<file path="config.mk">
export PLATFORM = sky130hd
export DESIGN_NAME = serial_word_collector
export DESIGN_NICKNAME = d
export VERILOG_FILES = /design/src/rtl/serial_word_collector_pkg.sv /design/src/rtl/serial_word_collector_bit_counter.sv /design/src/rtl/serial_word_collector.sv
export SDC_FILE = /design/constraint.sdc
export NUM_CORES = 1
export LEC_CHECK = 0
export ABC_AREA = 1
export BUFFER_PORTS_ARGS = -buffer_cell sky130_fd_sc_hd__buf_2
export CORE_MARGIN = 2
export CORE_UTILIZATION = 35
export DETAILED_ROUTE_END_ITERATION = 8
export PLACE_DENSITY = 0.65
export SLEW_MARGIN = 10
export SYNTH_ARGS = -nofsm -noshare
export SYNTH_HDL_FRONTEND = slang
export SYNTH_SLANG_ARGS = --single-unit
</file>
<file path="constraint.sdc">
create_clock -name clk -period 1.75 [get_ports clk]
set_input_delay 0.35 -clock clk [delete_from_list [all_inputs] [get_ports clk]]
set_output_delay 0.35 -clock clk [all_outputs]
set_load 0.01 [all_outputs]
</file>
<file path="src/rtl/serial_word_collector_pkg.sv">
// serial_word_collector_pkg: bit-order constants and output-buffer state shared across the collector.
package serial_word_collector_pkg;
  localparam logic DIR_MSB_FIRST = 1'b1;
  localparam logic DIR_LSB_FIRST = 1'b0;
  typedef enum logic {ST_EMPTY, ST_FULL} buf_state_e;
endpackage

</file>
<file path="src/rtl/serial_word_collector_bit_counter.sv">
// serial_word_collector_bit_counter: modulo-WIDTH bit counter; o_wrap marks the bit that completes a word.
module serial_word_collector_bit_counter #(
  parameter int WIDTH = 4,
  parameter int CNT_W = $clog2(WIDTH)
) (
  input  logic             clk,
  input  logic             rst_n,
  input  logic             i_en,
  input  logic             i_clr,
  output logic [CNT_W-1:0] o_cnt,
  output logic             o_wrap
);
  logic [CNT_W-1:0] r_cnt;
  assign o_wrap = i_en && !i_clr && (r_cnt == CNT_W'(WIDTH - 1));
  assign o_cnt  = r_cnt;
  always_ff @(posedge clk or negedge rst_n) begin
    if (!rst_n) r_cnt <= '0;
    else if (i_clr || o_wrap) r_cnt <= '0;
    else if (i_en) r_cnt <= r_cnt + 1'b1;
  end
endmodule

</file>
<file path="src/rtl/serial_word_collector.sv">
// serial_word_collector: reassembles serial bits into WIDTH-bit words behind a one-word VALID/READY buffer.
module serial_word_collector
  import serial_word_collector_pkg::*;
#(
  parameter int WIDTH = 4
) (
  input  logic                     clk,
  input  logic                     RESET_N,
  input  logic                     ENB,
  input  logic                     DIR,
  input  logic                     S_IN,
  input  logic                     CLR,
  input  logic                     READY,
  output logic [WIDTH-1:0]         Q,
  output logic                     VALID,
  output logic                     OVF,
  output logic [$clog2(WIDTH)-1:0] BIT_CNT
);
  localparam int CNT_W = $clog2(WIDTH);
  logic [WIDTH-1:0] r_acc, r_q, w_word;
  buf_state_e r_state, w_state_nxt;
  logic r_ovf, w_done, w_load, w_set_ovf;
  assign w_word = (DIR == DIR_MSB_FIRST) ? {r_acc[WIDTH-2:0], S_IN} : {S_IN, r_acc[WIDTH-1:1]};
  serial_word_collector_bit_counter #(.WIDTH(WIDTH), .CNT_W(CNT_W)) u_cnt (
    .clk   (clk),
    .rst_n (RESET_N),
    .i_en  (ENB),
    .i_clr (CLR),
    .o_cnt (BIT_CNT),
    .o_wrap(w_done)
  );
  always_ff @(posedge clk or negedge RESET_N) begin
    if (!RESET_N) r_state <= ST_EMPTY;
    else r_state <= w_state_nxt;
  end
  // A word completing while the consumer drains the buffer replaces it; otherwise a full buffer drops it.
  always_comb begin
    w_state_nxt = r_state;
    w_load      = 1'b0;
    w_set_ovf   = 1'b0;
    if (CLR) w_state_nxt = ST_EMPTY;
    else if (r_state == ST_EMPTY) begin
      w_state_nxt = w_done ? ST_FULL : ST_EMPTY;
      w_load      = w_done;
    end else begin
      w_state_nxt = (READY && !w_done) ? ST_EMPTY : ST_FULL;
      w_load      = READY && w_done;
      w_set_ovf   = !READY && w_done;
    end
  end
  always_ff @(posedge clk or negedge RESET_N) begin
    if (!RESET_N) begin
      r_acc <= '0;
      r_q   <= '0;
      r_ovf <= 1'b0;
    end else if (CLR) begin
      r_acc <= '0;
      r_q   <= '0;
      r_ovf <= 1'b0;
    end else begin
      if (ENB) r_acc <= w_word;
      if (w_load) r_q <= w_word;
      if (w_set_ovf) r_ovf <= 1'b1;
    end
  end
  assign Q     = r_q;
  assign VALID = (r_state == ST_FULL);
  assign OVF   = r_ovf;
endmodule

</file>
* After elaboration in Yosys (flattened, before gate mapping)
Cells that the tools add are included.
Operators by class: add/sub/neg operators 1, equal/unequal tests 1, mux-type cells 17, reductions and logical operators 13
Operators by type and width (number):
- 4-bit 2-to-1 mux | 5
- 1-bit 2-to-1 mux | 10
- 2-bit nonzero test | 4
- 1-bit logical AND | 5
- 2-bit 2-to-1 mux | 2
- 1-bit logical NOT | 3
- 2-bit by 1-bit adder with 2-bit output (second input constant) | 1
- 2-bit == test (second input constant) | 1
- 1-bit logical OR | 1
Storage, ports and cells: flip-flop bits (word level) 12, input bits 7, logic and storage cells 37

* Logic depth before layout (Yosys ltp)
Gate-level depths: netlist of run 1.
depth after elaboration 8, mapped depth 6, mapped depth without buffers 6

* Cells and area by module
Synthesis of run 1 repeated with hierarchy kept, for this count alone.
Unflattened totals: cells, all modules 78, area, all modules 590.6 µm²
Modules (own cells, without submodules):
- serial_word_collector | instances 1, cells each 62, area an instance 475.5 µm², seq. area each 250.2 µm²
- serial_word_collector_bit_counter | instances 1, cells each 16, area an instance 115.1 µm², seq. area each 50.0 µm²

* Worst setup path after synthesis of run 1
OpenSTA, ideal clock, no wires.
kind reg2reg, start point register u_cnt.r_cnt[0], in the netlist u_cnt.o_cnt[0], end point register r_q[0], in the netlist Q[0], arrival 1044 ps, required time 1685 ps, setup slack 641 ps, stages on the path, launching flop included 6, period minus slack after synthesis 1109 ps, path through dfrtp_1 -> ha_1 -> a21o_2 -> nand2_2 -> nand2_1 -> nand2_1
On the way: word-level cells in the longest chain between the ends 6
RTL lines:
- from (decl) | line serial_word_collector_bit_counter.sv:13 | logic [CNT_W-1:0] r_cnt;
- from (signal assigned) | line serial_word_collector_bit_counter.sv:19 | else if (i_en) r_cnt <= r_cnt + 1'b1;
- 2-bit == test (*) | line serial_word_collector_bit_counter.sv:14 | assign o_wrap = i_en && !i_clr && (r_cnt == CNT_W'(WIDTH - 1));
- 1-bit logical AND (*) | line serial_word_collector_bit_counter.sv:14
- 1-bit logical AND | line serial_word_collector.sv:47 | w_load = READY && w_done;
- 1-bit 2-to-1 mux (*) | line serial_word_collector.sv:42 | else if (r_state == ST_EMPTY) begin
- 1-bit 2-to-1 mux (*) | line serial_word_collector.sv:41 | if (CLR) w_state_nxt = ST_EMPTY;
- 2-bit nonzero test (no line) (*)
- to (signal assigned) | line serial_word_collector.sv:62 | if (w_load) r_q <= w_word;
- to (decl) | line serial_word_collector.sv:20 | logic [WIDTH-1:0] r_acc, r_q, w_word;
Every way passes the cells marked *; elsewhere a longest branch is shown, timed or not. A chain may end at the register's enable or synchronous reset.

* Final worst setup path of run 1
start point register u_cnt.r_cnt[0], in the netlist u_cnt.o_cnt[0], end point output BIT_CNT[0]
RTL lines:
- to (decl) | line serial_word_collector.sv:17 | output logic [$clog2(WIDTH)-1:0] BIT_CNT
No word-level cell between the ends.

==> impl_metrics.env, run 1 <==
export IMPL_status="finished, final reports clean"
export IMPL_critPathKind="register to primary output"
export IMPL_vias=482
export IMPL_end_kind="primary output"
export IMPL_clkLatencyLatePin_ns=0.27
export IMPL_final_util_pct=45.98
export IMPL_tightest_slew_ns=0.2708
export IMPL_final_area_um2=700.7
export IMPL_hold_path_depth=4
export IMPL_post_route_min_period_ns=1.190
export IMPL_dr_pass1_iters=4
export IMPL_port_buffer_count=14
export IMPL_stdcell_count=105
export IMPL_leakage_nw=0.4066
export IMPL_cts_buffers=3
export IMPL_critPathBufInv=1
export IMPL_ys_warn_count=0
export IMPL_crit_family="flip-flops"
export IMPL_grt_setup_unrepaired="no"
export IMPL_synthCells=71
export IMPL_grt_max_degree=13
export IMPL_cts_root_buffer="clkbuf_4"
export IMPL_h_tree_depth=1
export IMPL_start_util_pct=37.77
export IMPL_period_share_pct=68.00
export IMPL_ys_ff_latch=12
export IMPL_gp_congestion=0.8185
export IMPL_cts_sinks=12
export IMPL_finalClockSkew_ns=0.003979
export IMPL_ys_seq_area_share_pct=52.17
export IMPL_synth_most_common_cell="nand2_1"
export IMPL_dp_worst_setup_slack_ns=0.6112
export IMPL_synth_edff_count=0
export IMPL_drv_cap=0
export IMPL_synthFlopType="dfrtp_1"
export IMPL_cts_buffer_depth=2
export IMPL_syn_area_per_cell_um2=8.106
export IMPL_drt_iter0_markers=6
export IMPL_std_cell_rows=14
export IMPL_nNetsFinal=98
export IMPL_grt_use_total_pct=12.82
export IMPL_fin_setup_tns_ns=0
export IMPL_drt_vias_per_instance=4.590
export IMPL_relSlewSlack_pct=81.94
export IMPL_die_y_um=44.55
export IMPL_synth_common_cells="nand2_1, dfrtp_1, nor2_1"
export IMPL_reg2reg_depth=5
export IMPL_ir_worst_vdd_v=0.0004005
export IMPL_io_pins=15
export IMPL_cp_slowest_cell="dfrtp_1"
export IMPL_p_per_area_mw_per_mm2=859.7
export IMPL_yosys_top_cells_area="dfrtp_1, nand2_1, nor2_1"
export IMPL_drive_gt1_share_pct=29.21
export IMPL_grt_overflow_total=0
export IMPL_synth_top_area_share_pct=52.17
export IMPL_dp_cells=100
export IMPL_core_area_mm2=0.001524
export IMPL_dieArea_mm2=0.001985
export IMPL_startpoint_type="register"
export IMPL_max_freq_mhz=840.4
export IMPL_hold_ws_ns=0.3558
export IMPL_slowest_delay_ns=0.42
export IMPL_crit_cells=1
export IMPL_dieWidth_um=44.55
export IMPL_drt_wirelength_per_cell_um=9.886
export IMPL_cp_data_required_time_ns=1.40
export IMPL_drc=0
export IMPL_syn_cell_area_um2=575.6
export IMPL_cts_tree="done"
export IMPL_antenna_found_initial=0
export IMPL_yosysUniqueCellTypes=16
export IMPL_hold_viol=0
export IMPL_dpl_cell_area_um2=654.4
export IMPL_syn_nets=79
export IMPL_arrival_ns=0.84
export IMPL_antenna_left=0
export IMPL_synthArstFlopShare_pct=100.0
export IMPL_path_cells="buf_2"
export IMPL_dp_hpwl_um=804.6
export IMPL_clk_pin_slew_ns=0.08
export IMPL_min_path_type="input port to register"
export IMPL_crit_fanout=4
export IMPL_totalWireLength_mm=1.038
export IMPL_setup_viol_count_final=0
export IMPL_setup_ws_ns=0.5601
export IMPL_slew_violations=0
export IMPL_synthToLayoutAreaGrowth_pct=21.74
export IMPL_power_mw=0.6024
export IMPL_grt_pass1_vias=455
export IMPL_yosysTopAreaCell="dfrtp_1"
export IMPL_diodes=0
export IMPL_grt_pass1_wl_mm=1.814
## registers in the layout (all words and copies together), names as in the netlist
name	flops
OVF	1
Q	4
VALID	1
r_acc	4
u_cnt.o_cnt	2
## cell usage in the layout, fill, tap and decap left out, types with 2 or more instances in the layout
cell type  synthesis  final
dfrtp_1           12     12
inv_1              2      2
nand3_1            2      2
nand2_1           31     31
o21ai_1            4      4
buf_2              0     14
nor2_2             2      2
clkbuf_4           0      3
nor2_1             9      9
## layer usage
metal	global-route usage (%)	vias up	wire length, µm
met5	0	-	0
met4	9.091	0	27
met3	2.449	4	47
met2	19.42	11	444
met1	16.24	208	518
li1	-	259	-
## tightest hold or removal path, cell delays in order
cell     delay, ns
buf_2         0.07
inv_1         0.04
nand3_2       0.08
nand2_1       0.05
## power breakdown
part	total (mW)	internal, mW	switching (mW)
Clock	0.219	0.126	0.0929
Combinational	0.0795	0.0307	0.0488
Sequential	0.303	0.293	0.0101
Total	0.602	0.450	0.152
## final timing paths
| check | start | to | slack (ns) |
|---|---|---|---|
| setup / recovery | u_cnt.o_cnt[0] | BIT_CNT[0] | 0.56 |
| hold / removal | READY | VALID | 0.36 |
| setup reg to reg | u_cnt.o_cnt[0] | Q[1] | 0.59 |
| hold reg to reg | Q[2] | Q[2] | 0.47 |
| max in group asynchronous | RESET_N | r_acc[3] | 1.06 |
| min in group asynchronous | RESET_N | u_cnt.o_cnt[1] | 0.48 |
## cells by family after synthesis
| kind of cell | synth area share [%] |
|---|---|
| flops | 52.17 |
| buf+inv | 3.913 |
| compound gates | 8.913 |
| fa+ha+maj | 2.174 |
| simple gates | 32.83 |
## final cells by class
type / instances / area (µm²)
fillers: 157 / 823.3
flip-flops and latches: 12 / 300.3
multi-input cells: 55 / 252.7
repair buffers: 15 / 80.08
clock buffers: 4 / 36.28
well taps: 16 / 20.02
inverters: 3 / 11.26
## timing repair
action / in CTS / in global routing
hold endpoints to repair: 12 / 0
gates resized for setup: 0 / 0
setup buffers: 0 / 0
endpoints found under the setup margin: 0 / 0
hold buffers: 1 / 0
Power figures use the tool's default switching activity.
==> inputs of run 2 (changes only) <==
- PLACE_DENSITY: 0.65 -> 0.67
- clock period: 1.75 -> 1 ns (I/O delays scaled with it)
==> run 2 against run 1 <==
The flow now finishes with violations (setup timing). Combinational power grew 140%. Utilization rose by 4.5 points. Via count increased by 8.5%. Clock-buffer cell count is 1 lower. Worst hold slack lost 0.15 ns. Final area increased by 9.8%. Worst setup slack got worse by 0.66 ns. Wire length up 10%. First-iteration DRC count grew 50%. Critical path depth rose by 1.
==> impl_metrics.env, run 2 (synthesis results as in run 1) <==
export IMPL_totalWireLength_mm=1.144
export IMPL_crit_fanout=2
export IMPL_antenna_found_initial=0
export IMPL_period_share_pct=109.6
export IMPL_final_common_cell="nand2_1"
export IMPL_clk_pin_slew_ns=0.07
export IMPL_grt_pass1_vias=462
export IMPL_drt_iter0_markers=9
export IMPL_drt_wirelength_per_cell_um=10.31
export IMPL_relSlewSlack_pct=82.51
export IMPL_hold_ws_ns=0.2089
export IMPL_hold_path_depth=4
export IMPL_start_util_pct=37.77
export IMPL_gp_congestion=0.7856
export IMPL_cp_data_required_time_ns=0.80
export IMPL_cts_tree="done"
export IMPL_dr_pass1_iters=4
export IMPL_tightest_slew_ns=0.2624
export IMPL_cts_root_buffer="clkbuf_4"
export IMPL_nNetsFinal=105
export IMPL_nFillCells=165
export IMPL_violations="setup timing"
export IMPL_drt_vias_per_instance=4.712
export IMPL_grt_pass1_wl_mm=1.959
export IMPL_synthToLayoutAreaGrowth_pct=33.70
export IMPL_drv_cap=0
export IMPL_slew_violations=0
export IMPL_setup_ws_ns=-0.09560
export IMPL_io_pins=15
export IMPL_antenna_left=0
export IMPL_critPathKind="register to primary output"
export IMPL_max_freq_mhz=912.7
export IMPL_vias=523
export IMPL_arrival_ns=0.90
export IMPL_setup_viol_count_final=6
export IMPL_port_buffer_count=14
export IMPL_p_per_area_mw_per_mm2=1301
export IMPL_pwr_share_clk_pct=28.3
export IMPL_hold_viol=0
export IMPL_end_kind="primary output"
export IMPL_h_tree_depth=1
export IMPL_fin_setup_tns_ns=-0.4011
export IMPL_r2r_start="u_cnt.o_cnt[1]"
export IMPL_status="finished, violations left"
export IMPL_core_area_mm2=0.001524
export IMPL_grt_overflow_total=0
export IMPL_finalClockSkew_ns=0.001080
export IMPL_seqCellArea_um2=300.3
export IMPL_dp_hpwl_um=845.4
export IMPL_final_util_pct=50.49
export IMPL_leakage_nw=0.4397
export IMPL_cts_sinks=12
export IMPL_p_int_mw=0.7419
export IMPL_reg2reg_depth=5
export IMPL_clkLatencyLatePin_ns=0.27
export IMPL_cts_buffers=3
export IMPL_grt_use_total_pct=14.60
export IMPL_std_cell_rows=14
export IMPL_ir_worst_vdd_v=0.0006901
export IMPL_dieWidth_um=44.55
export IMPL_ff2ff_setup_slack_ns=-0.06
export IMPL_most_common_layout_cells="nand2_1, dfrtp_1, buf_2, nor2_1"
export IMPL_cts_buffer_depth=2
export IMPL_post_route_min_period_ns=1.096
export IMPL_diodes=0
export IMPL_drive_gt1_share_pct=34.74
export IMPL_dp_worst_setup_slack_ns=-0.03972
export IMPL_switchingPower_mw=0.2590
export IMPL_die_y_um=44.55
export IMPL_hp_start="READY"
export IMPL_grt_max_degree=13
export IMPL_p_sw_share_pct=25.88
export IMPL_drc=0
export IMPL_pwr_share_seq_pct=53.0
export IMPL_multiInputGateArea_um2=262.8
export IMPL_min_path_type="input port to register"
export IMPL_dieArea_mm2=0.001985
export IMPL_startpoint_type="register"
export IMPL_power_frac_comb_pct=18.7
export IMPL_grt_setup_unrepaired="yes"
export IMPL_cp_startpoint="u_cnt.o_cnt[1]"
-- run 2: repair_timing --
| item | 4_1_cts | 5_1_grt |
|---|---|---|
| resized for setup | 4 | 2 |
| hold endpoints to repair | 12 | 0 |
| setup buffers | 1 | 4 |
| hold buffers | 1 | 0 |
| setup endpoints to repair | 7 | 14 |
-- run 2: stage by stage --
stage	std cells	cell area [µm²]	total power, mW
after floorplan	71	578.1	0.6226
after global placement	102	671.9	0.6870
after detailed placement	102	671.9	0.6905
after CTS	107	732.0	0.9967
after global routing	111	769.5	1.072
final	111	769.5	1.001
-- run 2: area by class of cell --
| type | count | share of cell area (%) |
|---|---|---|
| clock buffer | 3 | 2.927 |
| inverter | 3 | 1.463 |
| tap | 16 | 2.602 |
| sequential | 12 | 39.02 |
| multi-input combinational | 55 | 34.15 |
| timing repair buffer | 22 | 19.84 |
-- run 2: worst paths after layout --
| kind | to |
|---|---|
| worst max-delay path | BIT_CNT[1] |
| worst min-delay path | VALID |
| worst max register to register | Q[0] |
| worst min register to register | Q[0] |
| max in group asynchronous | u_cnt.o_cnt[1] |
| min in group asynchronous | Q[1] |
-- run 2: worst max-delay path, cell delays in order (launching register included) --
cell and delay [ns]:
dfrtp_1 0.40, buf_6 0.13, buf_6 0.11
-- run 2: layer usage --
metal	track usage, %	vias to the layer above	routed length, µm
met2	18.55	11	519
li1	-	271	-
met1	19.33	237	525
met3	7.347	4	75
met4	9.091	0	24
met5	0	-	0
-- run 2: power groups by stage --
stage	clock, mW	combinational [mW]	sequential [mW]
3_3_place_gp	0	0.149	0.538
5_1_grt	0.327	0.211	0.533
6_report	0.283	0.187	0.530
3_5_place_dp	0	0.152	0.539
4_1_cts	0.298	0.168	0.530
2_1_floorplan	0	0.0727	0.550
